## src/rtl/block_zigzag_reader.sv

```systemverilog
// Single-block 64-entry buffer: fills in raster order, drains in JPEG zigzag order.
// Define ZIGZAG_EN for zigzag readout; otherwise the block drains in raster order.
module block_zigzag_reader #(
    parameter int DW = 12
) (
    input  logic          clk,
    input  logic          rst,
    input  logic          in_valid,
    output logic          in_ready,
    input  logic [DW-1:0] in_data,
    output logic          out_valid,
    input  logic          out_ready,
    output logic [DW-1:0] out_data,
    output logic [5:0]    out_idx,
    output logic          out_last,
    output logic          busy
);

    typedef enum logic {
        FILL  = 1'b0,
        DRAIN = 1'b1
    } state_t;

    state_t        state;
    state_t        state_nxt;
    logic [5:0]    wr_cnt;
    logic [5:0]    rd_cnt;
    logic [5:0]    rd_idx;
    logic          wr_fire;
    logic          rd_fire;
    logic [DW-1:0] mem [64];

`ifdef ZIGZAG_EN
    localparam logic [5:0] ZZ_ROM [64] = '{
        6'd0,  6'd1,  6'd8,  6'd16, 6'd9,  6'd2,  6'd3,  6'd10,
        6'd17, 6'd24, 6'd32, 6'd25, 6'd18, 6'd11, 6'd4,  6'd5,
        6'd12, 6'd19, 6'd26, 6'd33, 6'd40, 6'd48, 6'd41, 6'd34,
        6'd27, 6'd20, 6'd13, 6'd6,  6'd7,  6'd14, 6'd21, 6'd28,
        6'd35, 6'd42, 6'd49, 6'd56, 6'd57, 6'd50, 6'd43, 6'd36,
        6'd29, 6'd22, 6'd15, 6'd23, 6'd30, 6'd37, 6'd44, 6'd51,
        6'd58, 6'd59, 6'd52, 6'd45, 6'd38, 6'd31, 6'd39, 6'd46,
        6'd53, 6'd60, 6'd61, 6'd54, 6'd47, 6'd55, 6'd62, 6'd63
    };
    assign rd_idx = ZZ_ROM[rd_cnt];
`else
    assign rd_idx = rd_cnt;
`endif

    assign wr_fire = in_valid && in_ready;
    assign rd_fire = out_valid && out_ready;

    // NOTE: sequential state uses non-blocking assignments so every flop samples pre-edge values.
    always_ff @(posedge clk or negedge rst) begin
        if (!rst) begin
            state <= FILL;
        end else begin
            state <= state_nxt;
        end
    end

    // NOTE: defaulting state_nxt first keeps this block free of inferred latches.
    always_comb begin
        state_nxt = state;
        case (state)
            FILL:    if (wr_fire && (wr_cnt == 6'd63)) state_nxt = DRAIN;
            DRAIN:   if (rd_fire && (rd_cnt == 6'd63)) state_nxt = FILL;
            default: state_nxt = FILL;
        endcase
    end

    // Handshake outputs depend on the registered state only, never on in_valid/out_ready.
    always_comb begin
        in_ready  = (state == FILL);
        out_valid = (state == DRAIN);
        out_last  = (state == DRAIN) && (rd_cnt == 6'd63);
        busy      = (state == DRAIN) || (wr_cnt != 6'd0);
        out_idx   = rd_idx;
        out_data  = mem[rd_idx];
    end

    always_ff @(posedge clk or negedge rst) begin
        if (!rst) begin
            wr_cnt <= 6'd0;
            rd_cnt <= 6'd0;
        end else begin
            if (wr_fire) wr_cnt <= wr_cnt + 6'd1;
            if (rd_fire) rd_cnt <= rd_cnt + 6'd1;
        end
    end

    // NOTE: the sample array has no reset; every entry is written before it is read.
    always_ff @(posedge clk) begin
        if (wr_fire) mem[wr_cnt] <= in_data;
    end

endmodule

```

## config.mk

```make
export PLATFORM = sky130hd
export DESIGN_NAME = block_zigzag_reader
export DESIGN_NICKNAME = d
export VERILOG_FILES = /design/src/rtl/block_zigzag_reader.sv
export SDC_FILE = /design/constraint.sdc
export NUM_CORES = 1
export LEC_CHECK = 0
export ABC_CLOCK_PERIOD_IN_PS = 2720
export BUFFER_PORTS_ARGS = -buffer_cell sky130_fd_sc_hd__buf_4
export CAP_MARGIN = 15
export CORE_MARGIN = 2
export CORE_UTILIZATION = 35
export DETAILED_ROUTE_END_ITERATION = 16
export SLEW_MARGIN = 20
export SYNTH_ARGS = -nofsm -noshare
export SYNTH_HDL_FRONTEND = slang
export SYNTH_SLANG_ARGS = --single-unit
```

## constraint.sdc

```tcl
create_clock -name clk -period 2.72 [get_ports clk]
set_input_delay 0.408 -clock clk [delete_from_list [all_inputs] [get_ports clk]]
set_output_delay 0.408 -clock clk [all_outputs]
set_load 0.005 [all_outputs]
```

==> flow_summary.toml, run 1 <==
[pwr]
vdd_drop_max_mv = 0.850
p_int_mw = 21.8
seqPwrFrac_pct = 48.9
p_comb_share_pct = 12.4
p_sw_share_pct = 23.1
powerDensity_mw_per_mm2 = 763
clockPowerShare_pct = 38.8
p_sw_mw = 6.55
fin_total_pwr_mw = 28.3
leakagePower_nw = 11.7

[grt]
groute.usage.overall_pct = 16.4
grt_pass1_vias = 15628
grt_overflow_total = 0
antenna_found_initial = 2
grt_pass1_wl_mm = 107
grt_start_max_net_pins = 65

[cells_and_area]
fill_cells = 7359
num_antenna_cells = 0
syn_to_final_growth_pct = 22.4
drive_gt1_share_pct = 36.1
multi_input_comb_area_mm2 = 0.00695
final_cells = 2937
final_core_utilization_pct = 43.4
layout.nets = 1749
seq_area_mm2 = 0.0234

[timing]
fin_crit_sh_pct = 129
drv_slew = 0
finalSetupViolCount = 12
fin_ws_ps = -798
hold_viol = 0
rsz0062_at_grt = "true"
finClkSkew_ps = 28.5
fmaxAchievable_mhz = 284
period_needed_ps = 3520
maxSlewHeadroom_pct = 42.7
worst_pin_slew_ps = 860
holdWs_ps = 173

[clocking]
clock_path_buffers = 3
cts-root-buf = "clkbuf_16"
cts_tree = "done"
numCtsBuffers = 79
clkTransAtPathRegs_ps = 60
ctsHtreeMaxLevel = 3
clk_latency_ps = 630
cts.sinks = 781

[drt]
drcViolationCount = 0
wl_per_cell_um = 24.8
drtAntennaViolNets = 0
wl_mm = 72.9
via_per_inst = 5.21
drt_iter0_markers = 1454
drt_first_pass_iters = 6
vias = 15309

[logic_synthesis]
yosysUniqueCellTypes = 45
yosys.area.top_type = "edfxtp_1"
synthTopCellsByArea = "edfxtp_1 76%, mux4_2 12%, mux2i_1 2.7%, dfrtp_1 1.1%, nor2_1 1.0%"
synth-seq-area-share_pct = 77.1
synth_flop_cell = "edfxtp_1"
synth_edf_count = 768
syn_nets = 1480
synth.cell_area_mm2 = 0.0303
synth-seq-cells = 781
synthTopCellsByCount = "768 x edfxtp_1, 162 x mux4_2, 83 x mux2i_1, 81 x nor2_1, 70 x nand2_1"
synth_warnings = 0
yosysTopAreaCellShare_pct = 76.1
synthArstFlopShare_pct = 1.66
synthCells = 1461
syn_avg_cell_area_um2 = 20.8
yosysMostFrequentCell = "edfxtp_1"

[floorplan]
die-area_mm2 = 0.0890
fp.coreArea_mm2 = 0.0855
std_cell_rows = 107
dieHeight_um = 298
io-pin-count = 38
die-width_um = 298
start_util_pct = 35.4

[critical_path]
path_max_fanout = 5
start_kind = "register"
worstSetupPathType = "register to primary output"
critical_path.startpoint = "out_idx[0]"
required_ps = 2310
endpoint_kind = "primary output"
crit_arrival_ps = 3110
r2r_start = "wr_cnt[1]"

[placed_design]
dp.cells = 2760
hpwl_mm = 44.2
gp_congestion = 0.779
io_buffers = 37
dp_slack_ps = -434

[status]
status = "finished with violations"
violations = "setup timing"

[hold_path]
hold_path_class = "input port to async pin"

[job]
drv_cap = 0
[cell usage in the layout, fill, tap and decap left out, types with 6 or more instances in the layout]
cell type	n
a211oi_2	6
a21oi_1	7
a221o_1	6
a31oi_1	8
buf_12	29
buf_16	7
buf_4	213
buf_6	12
buf_8	6
bufinv_16	11
clkbuf_1	10
clkbuf_16	81
clkinv_1	17
clkinv_2	13
dfrtp_1	9
edfxtp_1	768
mux2_2	11
mux2i_1	75
mux2i_2	6
mux4_2	162
nand2_1	67
nand3_1	11
nand3b_1	8
nand4_1	9
nor2_1	81
o221ai_1	6
o22ai_1	15
o22ai_2	8
xnor2_1	9
[per-layer routing]
| metal | track usage (%) | vias to the layer above | share of wire, % |
|---|---|---|---|
| met4 | 4.04 | 2 | 2.2 |
| met2 | 26.4 | 506 | 48 |
| li1 | - | 6600 | - |
| met5 | 0 | - | 0.014 |
| met3 | 2.97 | 110 | 6.5 |
| met1 | 23.2 | 8091 | 43 |
[sequential cells by signal, indices dropped and copies added (netlist names)]
| name | count |
|---|---|
| out_valid | 1 |
| wr_cnt | 6 |
| out_idx | 6 |
| mem | 768 |
[power groups by stage]
stage	Clock (mW)	Sequential [mW]	Combinational (mW)
floorplan	0	14.0	1.68
global placement	0	14.1	3.06
detailed placement	0	14.1	3.11
CTS	11.2	13.8	3.37
global route	11.7	13.9	3.73
finish	11.0	13.8	3.51
[metrics by stage]
stage               setup TNS, ps  instance area [um^2]
global route                -9420                 37100
floorplan                       0                 30300
finish                      -8500                 37100
detailed placement          -3770                 33400
CTS                         -8930                 36800
global placement            -3370                 33400
[final timing paths]
check                      slack [ps]  cells after the start          end
max                              -800                      8  out_data[2]
min in group clk                  210                      5    out_valid
max reg2reg                       540                      5  mem[12][10]
min reg2reg                       620                      2    wr_cnt[4]
max in group asynchronous        2320                      2   out_idx[0]
min                               170                      2   out_idx[2]
[critical path, stage by stage (launching register included)]
cell     delay [ps]
dfrtp_4         540
buf_8           160
buf_4           130
mux4_2          400
mux2_2          270
a22oi_1         220
a21oi_2         150
a221o_1         460
buf_4           170
[final cells by class]
class	count	area share (%)
multi-input cells	592	18.7
inverters	5	0.0708
well taps	1144	3.86
clock buffers	93	5.61
repair buffers	271	7.21
clock inverters	51	1.48
flip-flops and latches	781	63.1
[logic make-up (layout without fill, tap and decap cells)]
group	after synthesis	after routing	share of synthesized area (%)
AOI/OAI and AO/OA	112	112	2.60
adders and majority gates	3	3	0.124
DFF	781	781	77.1
muxes	259	259	15.3
buffers and inverters	88	420	1.48
and+or+nand+nor	209	209	3.11
xor gates and xnor gates	9	9	0.260
[repair_timing]
item,in CTS,in global routing
pin swaps,20,19
gates cloned,6,1
endpoints found under the setup margin,14,13
hold buffers,2,0
gates resized for setup,106,46
endpoints found under the hold margin,14,0
setup buffers,17,11
Note: power is estimated with default switching activity, not from simulation.
==> inputs of run 2 (changes only) <==
ABC_CLOCK_PERIOD_IN_PS = not set   (was 2720)
PLACE_DENSITY = 0.59   (was not set)
==> flow_summary.toml, run 2 (synthesized netlist as in run 1, its figures left out) <==
[placed_design]
io_buffers = 37
hpwl_mm = 45.5
dp_slack_ps = -491
gp_congestion = 0.833

[grt]
grt_start_max_net_pins = 65
grt_pass1_wl_mm = 113
groute.usage.overall_pct = 17.3
grt_pass1_vias = 16199
grt_overflow_total = 0
antenna_found_initial = 2

[floorplan]
dieHeight_um = 298
die-area_mm2 = 0.0890
fp.coreArea_mm2 = 0.0855
start_util_pct = 35.4
io-pin-count = 38
die-width_um = 298
std_cell_rows = 107

[job]
drv_cap = 0

[clocking]
numCtsBuffers = 81
cts_tree = "done"
cts-root-buf = "clkbuf_16"
clock_path_buffers = 3
cts.sinks = 781
ctsHtreeMaxLevel = 3
clk_latency_ps = 630
clkTransAtPathRegs_ps = 60

[drt]
drt_first_pass_iters = 6
via_per_inst = 5.34
wl_per_cell_um = 26.0
drtAntennaViolNets = 0
wl_mm = 76.6
vias = 15727
drt_iter0_markers = 1735
drcViolationCount = 0

[pwr]
seqPwrFrac_pct = 48.4
p_sw_mw = 6.74
vdd_drop_max_mv = 0.668
p_sw_share_pct = 23.6
p_comb_share_pct = 12.7
leakagePower_nw = 11.7
clockPowerShare_pct = 38.9
p_int_mw = 21.8
powerDensity_mw_per_mm2 = 766
fin_total_pwr_mw = 28.6

[cells_and_area]
largest-register = "mem"
syn_to_final_growth_pct = 23.0
final_common_cell = "edfxtp_1"
layout_common_cells = "768 x edfxtp_1, 214 x buf_4, 162 x mux4_2"
drive_gt1_share_pct = 36.1
largest_reg_flops = 768
layout.nets = 1755
final_core_utilization_pct = 43.6

[critical_path]
start_kind = "register"
crit_arrival_ps = 3120
worstSetupPathType = "register to primary output"
required_ps = 2310
critical_path.startpoint = "out_idx[1]"
endpoint_kind = "primary output"
r2r_start = "wr_cnt[2]"
path_max_fanout = 6

[timing]
hold_viol = 0
worst_pin_slew_ps = 837
fin_crit_sh_pct = 130
fin_ws_ps = -808
fmaxAchievable_mhz = 283
drv_slew = 0
holdWs_ps = 176
maxSlewHeadroom_pct = 44.2
finClkSkew_ps = 31.4
period_needed_ps = 3530
rsz0062_at_grt = "true"
finalSetupViolCount = 12

[hold_path]
hold_path_class = "input port to async pin"

[status]
violations = "setup timing"
status = "finished with violations"
[run 2: path summary, 6_finish.rpt]
path	to	slack [ps]	cells past startpoint
max	out_data[0]	-810	7
max in group asynchronous	out_idx[2]	2310	2
min reg2reg	wr_cnt[1]	640	2
min	out_idx[5]	180	2
min in group clk	out_valid	190	5
max reg2reg	mem[20][5]	610	4
[run 2: timing repair]
item / 4_1_cts / 5_1_grt
pin swaps: 37 / 20
hold buffers: 2 / 0
setup endpoints to repair: 14 / 14
buffers inserted: 32 / 5
cloned: 9 / 0
gates resized for setup: 131 / 25
endpoints found under the hold margin: 14 / 0
[run 2: worst max-delay path, cell delays in order (launching register included)]
cell and delay (ps):
dfrtp_4 460, buf_12 180, buf_16 140, mux4_2 540, o21ai_4 190, nand4_1 330
a221o_1 480, buf_4 160
[run 2: power by group through the flow]
stage                     sequential, mW  clock [mW]  combinational [mW]
after detailed placement            14.1           0                3.09
final                               13.8        11.1                3.62
after global placement              14.1           0                3.06
after CTS                           13.8        11.3                3.65
after global routing                13.9        11.8                3.85
after floorplan                     14.0           0                1.68
[run 2: metal layers]
metal  global-route usage [%]  vias up  routed length (um)
met5                        0        -                  11
met4                     4.75        2                1830
met3                     3.79      120                6280
met2                     27.3      654               35700
met1                     24.4     8329               32700
li1                         -     6622                   -
[run 2: cell type report]
type                    count  area (um^2)
diodes                      1         2.50
clock buffers             103         2150
clock inverters            43          513
fillers                  7331        48300
inverters                   5         21.3
multi-input cells         592         7050
flip-flops and latches    781        23400
well taps                1144         1430
repair buffers            275         2720
[run 2: metrics by stage]
stage,area [um^2],cells,TNS (ps)
2_1_floorplan,30300,1461,0
3_3_place_gp,33300,2758,-4410
3_5_place_dp,33300,2758,-4390
4_1_cts,37200,2942,-9350
5_1_grt,37300,2943,-10010
6_report,37300,2944,-8890
